===== src/rtl/maxpool2x2_reader.sv =====
// maxpool2x2_reader: walks a row-major feature map held in a synchronous-read
// BRAM, takes the signed maximum of each 2x2 stride-2 window, and streams the
// pooled values out over a valid/ready handshake. The block only reads the BRAM.
// Optional build macro: MAXPOOL_RELU_EN (clamps negative maxima to zero at the
// output register; timing and handshake unchanged).
module maxpool2x2_reader #(
  parameter int IN_H      = 16,
  parameter int IN_W      = 16,
  parameter int WIDTH     = 16,
  parameter int DEPTH     = 2048,
  parameter int BASE_ADDR = 0
) (
  input  logic                       clk_i,
  input  logic                       rst_i,
  input  logic                       start_i,
  output logic                       busy_o,
  output logic                       done_o,
  output logic [$clog2(DEPTH)-1:0]   bram_addr_o,
  input  logic signed [WIDTH-1:0]    bram_rdata_i,
  output logic                       out_valid_o,
  input  logic                       out_ready_i,
  output logic signed [WIDTH-1:0]    out_data_o,
  output logic                       out_last_o
);

  localparam int AW       = $clog2(DEPTH);
  localparam int OUT_H    = IN_H / 2;
  localparam int OUT_W    = IN_W / 2;
  localparam int RW       = (OUT_H > 1) ? $clog2(OUT_H) : 1;
  localparam int CW       = (OUT_W > 1) ? $clog2(OUT_W) : 1;
  localparam logic [RW-1:0] LAST_ROW = RW'(OUT_H - 1);
  localparam logic [CW-1:0] LAST_COL = CW'(OUT_W - 1);
  localparam logic [AW-1:0] BASE     = AW'(BASE_ADDR);

  typedef enum logic [2:0] {
    IDLE  = 3'd0,
    ISSUE = 3'd1,
    DRAIN = 3'd2,
    EMIT  = 3'd3,
    FIN   = 3'd4
  } state_t;

  state_t                   state_q;
  logic [1:0]               k_q;
  logic [RW-1:0]            orow_q;
  logic [CW-1:0]            ocol_q;
  logic signed [WIDTH-1:0]  max_q;
  logic signed [WIDTH-1:0]  out_data_q;
  logic [AW-1:0]            addr_q;
  logic                     busy_q;
  logic                     done_q;
  logic                     out_valid_q;
  logic                     out_last_q;

  logic signed [WIDTH-1:0]  max_d;
  logic signed [WIDTH-1:0]  out_data_d;
  logic [RW-1:0]            orow_d;
  logic [CW-1:0]            ocol_d;
  logic                     at_last;
  logic                     first_cap;

  // Address of element k (0=TL,1=TR,2=BL,3=BR) of pooled window (r,c).
  function automatic logic [AW-1:0] win_addr(input int r, input int c, input int kk);
    int a;
    a = BASE_ADDR + (2 * r + kk / 2) * IN_W + 2 * c + kk % 2;
    return AW'(a);
  endfunction

  // Running-max update, window position bookkeeping and output clamp.
  always_comb begin
    first_cap = (state_q == ISSUE) && (k_q == 2'd1);
    max_d     = max_q;
    if (first_cap || (bram_rdata_i > max_q))
      max_d = bram_rdata_i;
`ifdef MAXPOOL_RELU_EN
    out_data_d = (max_d < 0) ? '0 : max_d;
`else
    out_data_d = max_d;
`endif
    at_last = (orow_q == LAST_ROW) && (ocol_q == LAST_COL);
    orow_d  = orow_q;
    ocol_d  = ocol_q + CW'(1);
    if (ocol_q == LAST_COL) begin
      ocol_d = '0;
      orow_d = orow_q + RW'(1);
    end
  end

  // Pass sequencer: address issue, capture, emit and completion, all registered.
  always_ff @(posedge clk_i) begin
    if (rst_i) begin
      state_q     <= IDLE;
      k_q         <= '0;
      orow_q      <= '0;
      ocol_q      <= '0;
      max_q       <= '0;
      out_data_q  <= '0;
      addr_q      <= BASE;
      busy_q      <= 1'b0;
      done_q      <= 1'b0;
      out_valid_q <= 1'b0;
      out_last_q  <= 1'b0;
    end else begin
      case (state_q)
        IDLE: begin
          addr_q <= BASE;
          if (start_i) begin
            orow_q  <= '0;
            ocol_q  <= '0;
            k_q     <= '0;
            busy_q  <= 1'b1;
            addr_q  <= win_addr(0, 0, 0);
            state_q <= ISSUE;
          end
        end
        ISSUE: begin
          // Data for address k-1 arrives while address k is presented.
          if (k_q != 2'd0)
            max_q <= max_d;
          if (k_q == 2'd3) begin
            state_q <= DRAIN;
          end else begin
            k_q    <= k_q + 2'd1;
            addr_q <= win_addr(int'(orow_q), int'(ocol_q), int'(k_q) + 1);
          end
        end
        DRAIN: begin
          max_q       <= max_d;
          out_data_q  <= out_data_d;
          out_last_q  <= at_last;
          out_valid_q <= 1'b1;
          state_q     <= EMIT;
        end
        EMIT: begin
          if (out_valid_q && out_ready_i) begin
            out_valid_q <= 1'b0;
            out_last_q  <= 1'b0;
            if (at_last) begin
              done_q  <= 1'b1;
              state_q <= FIN;
            end else begin
              orow_q  <= orow_d;
              ocol_q  <= ocol_d;
              k_q     <= '0;
              addr_q  <= win_addr(int'(orow_d), int'(ocol_d), 0);
              state_q <= ISSUE;
            end
          end
        end
        FIN: begin
          done_q  <= 1'b0;
          busy_q  <= 1'b0;
          addr_q  <= BASE;
          state_q <= IDLE;
        end
        default: begin
          state_q <= IDLE;
        end
      endcase
    end
  end

  assign busy_o      = busy_q;
  assign done_o      = done_q;
  assign bram_addr_o = addr_q;
  assign out_valid_o = out_valid_q;
  assign out_data_o  = out_data_q;
  assign out_last_o  = out_last_q;

endmodule


===== config.mk =====
export PLATFORM = sky130hd
export DESIGN_NAME = maxpool2x2_reader
export DESIGN_NICKNAME = d
export VERILOG_FILES = /design/src/rtl/maxpool2x2_reader.sv
export SDC_FILE = /design/constraint.sdc
export NUM_CORES = 1
export LEC_CHECK = 0
export BUFFER_PORTS_ARGS = -buffer_cell sky130_fd_sc_hd__buf_2
export CAP_MARGIN = 20
export CORE_AREA = 4 4 109 111
export CTS_CLUSTER_DIAMETER = 80
export DETAILED_ROUTE_END_ITERATION = 7
export DIE_AREA = 0 0 113 115
export PLACE_DENSITY_LB_ADDON = 0.12
export SLEW_MARGIN = 20
export SYNTH_ARGS = -nofsm -noshare
export SYNTH_HDL_FRONTEND = slang
export SYNTH_SLANG_ARGS = --single-unit

===== constraint.sdc =====
create_clock -name clk_i -period 3.4 [get_ports clk_i]
set_input_delay 0 -clock clk_i [delete_from_list [all_inputs] [get_ports clk_i]]
set_output_delay 0 -clock clk_i [all_outputs]
set_load 0.005 [all_outputs]

==> impl_metrics.yaml <==
cells_and_area:
  diodes: 0
  synthToLayoutAreaGrowth_pct: 19.61
  drive_gt1_share_pct: 17.28
  final_nets: 478
  fin_area_sq_um: 3846
  final_cells: 574
  fillers: 1138
timing:
  drv_slew: 0
  tightest_slew_ns: 0.7766
  whs_ns: 0.2103
  finClkSkew_ns: 0.007304
  period_share_pct: 86.52
  tns_ns: 0
  finalCriticalPeriod_ns: 2.942
  fmax_ghz: 0.3399
  grt_setup_unrepaired: "false"
  hold_viol: 0
  maxSlewHeadroom_pct: 47.88
  report.final.setup_viol: 0
clocking:
  cts_resized: 0
  clock_latency_ns: 0.32
  path_clk_slew_ns: 0.11
  numCtsBuffers: 5
  cts_num_sinks: 56
  post_cts_buffers: 0
  clk_path_buf_depth: 2
  htreeDepth: 2
  cts_tree: "done"
  cts-root-buf: "clkbuf_8"
critical_path:
  path_delay_family: "compound AO/OA/AOI/OAI gates"
  path_max_fanout: 11
  slowest_stage: "or4_4"
  crit_buf_inv: 2
  cp-start-kind: "register"
  worstPathRequired_ns: 3.63
  worst_setup_path_end_kind: "register"
  criticalPathCategory: "reg -> reg"
  path_cells: "inv_1 > ha_1 > nand4_2 > or4_4 > a21o_4 > a311oi_4 > buf_4 > o21ai_0 > a211oi_1"
  arrival_ns: 3.17
  max_stage_delay_ns: 0.57
placement:
  port-buffer-count: 48
  placement.cell_area_sq_um: 3575
  dp.cells: 548
  place_hpwl_mm: 5.848
  gp_congestion: 0.7477
logic_synthesis:
  async_flop_share_pct: 0
  yosys_most_used_dff: "dfxtp_1"
  synth.top_cell.area_share_pct: 34.86
  avgSynthCellArea_sq_um: 8.484
  synth.most_common_cell: "dfxtp_1"
  synthCells: 379
  synth_common_cells: "56 x dfxtp_1, 45 x nor2_1, 32 x nand2b_1"
  synth.area.top_cells: "dfxtp_1 35%, ha_1 9.7%, mux2i_1 6.2%"
  ys_seq_area_share_pct: 34.86
  yosys.area.top_type: "dfxtp_1"
  yosysWarnings: 0
  synth-edff-count: 0
  netlist_area_sq_um: 3216
  synth.distinct_cells: 48
  ys_seq_elements: 56
floorplan:
  die_w_um: 113
  die_h_um: 115
  core_sq_um: 10790
  core.rowCount: 38
  initial_core_util_pct: 29.79
  pin_count: 51
  dieArea_sq_um: 13000
worst_hold_path:
  hp-class: "in -> reg"
pwr:
  leakage_nw: 1.465
  total_power_w: 0.001251
  ir_worst_vdd_mv: 0.1772
  power.density_nw_per_um2: 325.2
grt:
  antenna_found_initial: 0
  grt_first_pass_wirelength_mm: 14.75
  track_usage_pct: 13.89
  first_global_vias: 2867
  grt_start_max_net_pins: 73
  overflow: 0
run_status:
  status: "finished, final reports clean"
route:
  drt_iter0_drc: 84
  drc: 0
  first_pass_iters: 4
  viasPerCell: 5.007
  wl_per_cell_um: 15.20
  ant_nets: 0
  routed-via-count: 2874
  totalWireLength_mm: 8.722
job:
  cap_violations: 0
-- through the flow --
stage          util (%)  worst slack [ns]
2_1_floorplan         -            0.5983
3_3_place_gp      33.12            0.5654
3_5_place_dp      33.12            0.4896
4_1_cts           35.61            0.4600
5_1_grt           35.64            0.2908
6_report          35.64            0.4582
-- power by group --
part           leakage [nW]  internal [W]  switching, W
clock                0.0414      0.000148      0.000240
sequential            0.452      0.000668    0.00000797
combinational         0.971     0.0000780      0.000110
-- worst register-to-register path, cell delays in order, from the launching register on --
cell and delay [ns]:
dfxtp_1 0.36, inv_1 0.05, ha_1 0.37, nand4_2 0.16, or4_4 0.57, a21o_4 0.22
a311oi_4 0.50, buf_4 0.30, o21ai_0 0.11, a211oi_1 0.21
-- layout make-up --
type | instances | area, sq um | share of cell area [%]
multi-input cells | 274 | 1896 | 49.28
flip-flops and latches | 56 | 1121 | 29.15
repair buffers | 74 | 483.0 | 12.56
well taps | 140 | 175.2 | 4.554
inverters | 22 | 82.58 | 2.147
clock buffers | 6 | 72.57 | 1.887
clock inverters | 2 | 16.27 | 0.4229
-- cell families after synthesis --
| kind of cell | Yosys count | synth area share [%] |
|---|---|---|
| other | 1 | 0.1166 |
| adder cells (fa/ha/maj) | 25 | 9.728 |
| AND/OR/NAND/NOR | 123 | 19.61 |
| buffers and inverters | 50 | 6.303 |
| multiplexers | 20 | 6.226 |
| XOR/XNOR | 1 | 0.2724 |
| flip-flops | 56 | 34.86 |
| AO/OA/AOI/OAI | 103 | 22.88 |
-- path summary, 6_finish.rpt --
check | from | to | slack [ns] | cells after the start
worst max-delay path | max_q[15] | out_data_o[3] | 0.46 | 9
worst min-delay path | rst_i | orow_q[0] | 0.21 | 2
worst max register to register | max_q[15] | out_data_o[3] | 0.46 | 9
worst min register to register | bram_addr_o[8] | bram_addr_o[8] | 0.46 | 2
-- per-layer routing --
layer / up-vias / track usage (%) / wire [um]
met1: 1339 / 19.80 / 4496
met4: 0 / 3.205 / 80
met5: - / 0 / 0
met3: 6 / 2.211 / 387
li1: 1463 / - / -
met2: 66 / 22.12 / 3758
-- layout by cell type (no fill, tap or decap), types with 15 or more instances in the layout --
cell | Yosys | final
dfxtp_1 | 56 | 56
buf_2 | 0 | 47
nor2_1 | 45 | 45
nand2b_1 | 32 | 32
ha_1 | 25 | 25
inv_1 | 22 | 22
a21oi_1 | 22 | 22
a211oi_1 | 22 | 22
nand2_1 | 20 | 20
o21ai_0 | 20 | 20
mux2i_1 | 20 | 20
dlygate4sd3_1 | 0 | 18
a41oi_1 | 15 | 15
-- flip-flops by register name, summed over array words and instances (netlist names) --
signal / cells
done_o: 1
busy_o: 1
out_data_o: 16
out_valid_o: 1
orow_q: 3
bram_addr_o: 9
k_q: 2
max_q: 16
out_last_o: 1
state_q: 3
ocol_q: 3
-- timing repair --
action	in CTS	in global routing
hold endpoints to repair	18	0
endpoints found under the setup margin	0	0
hold buffers	18	0
Power figures use the tool's default switching activity.
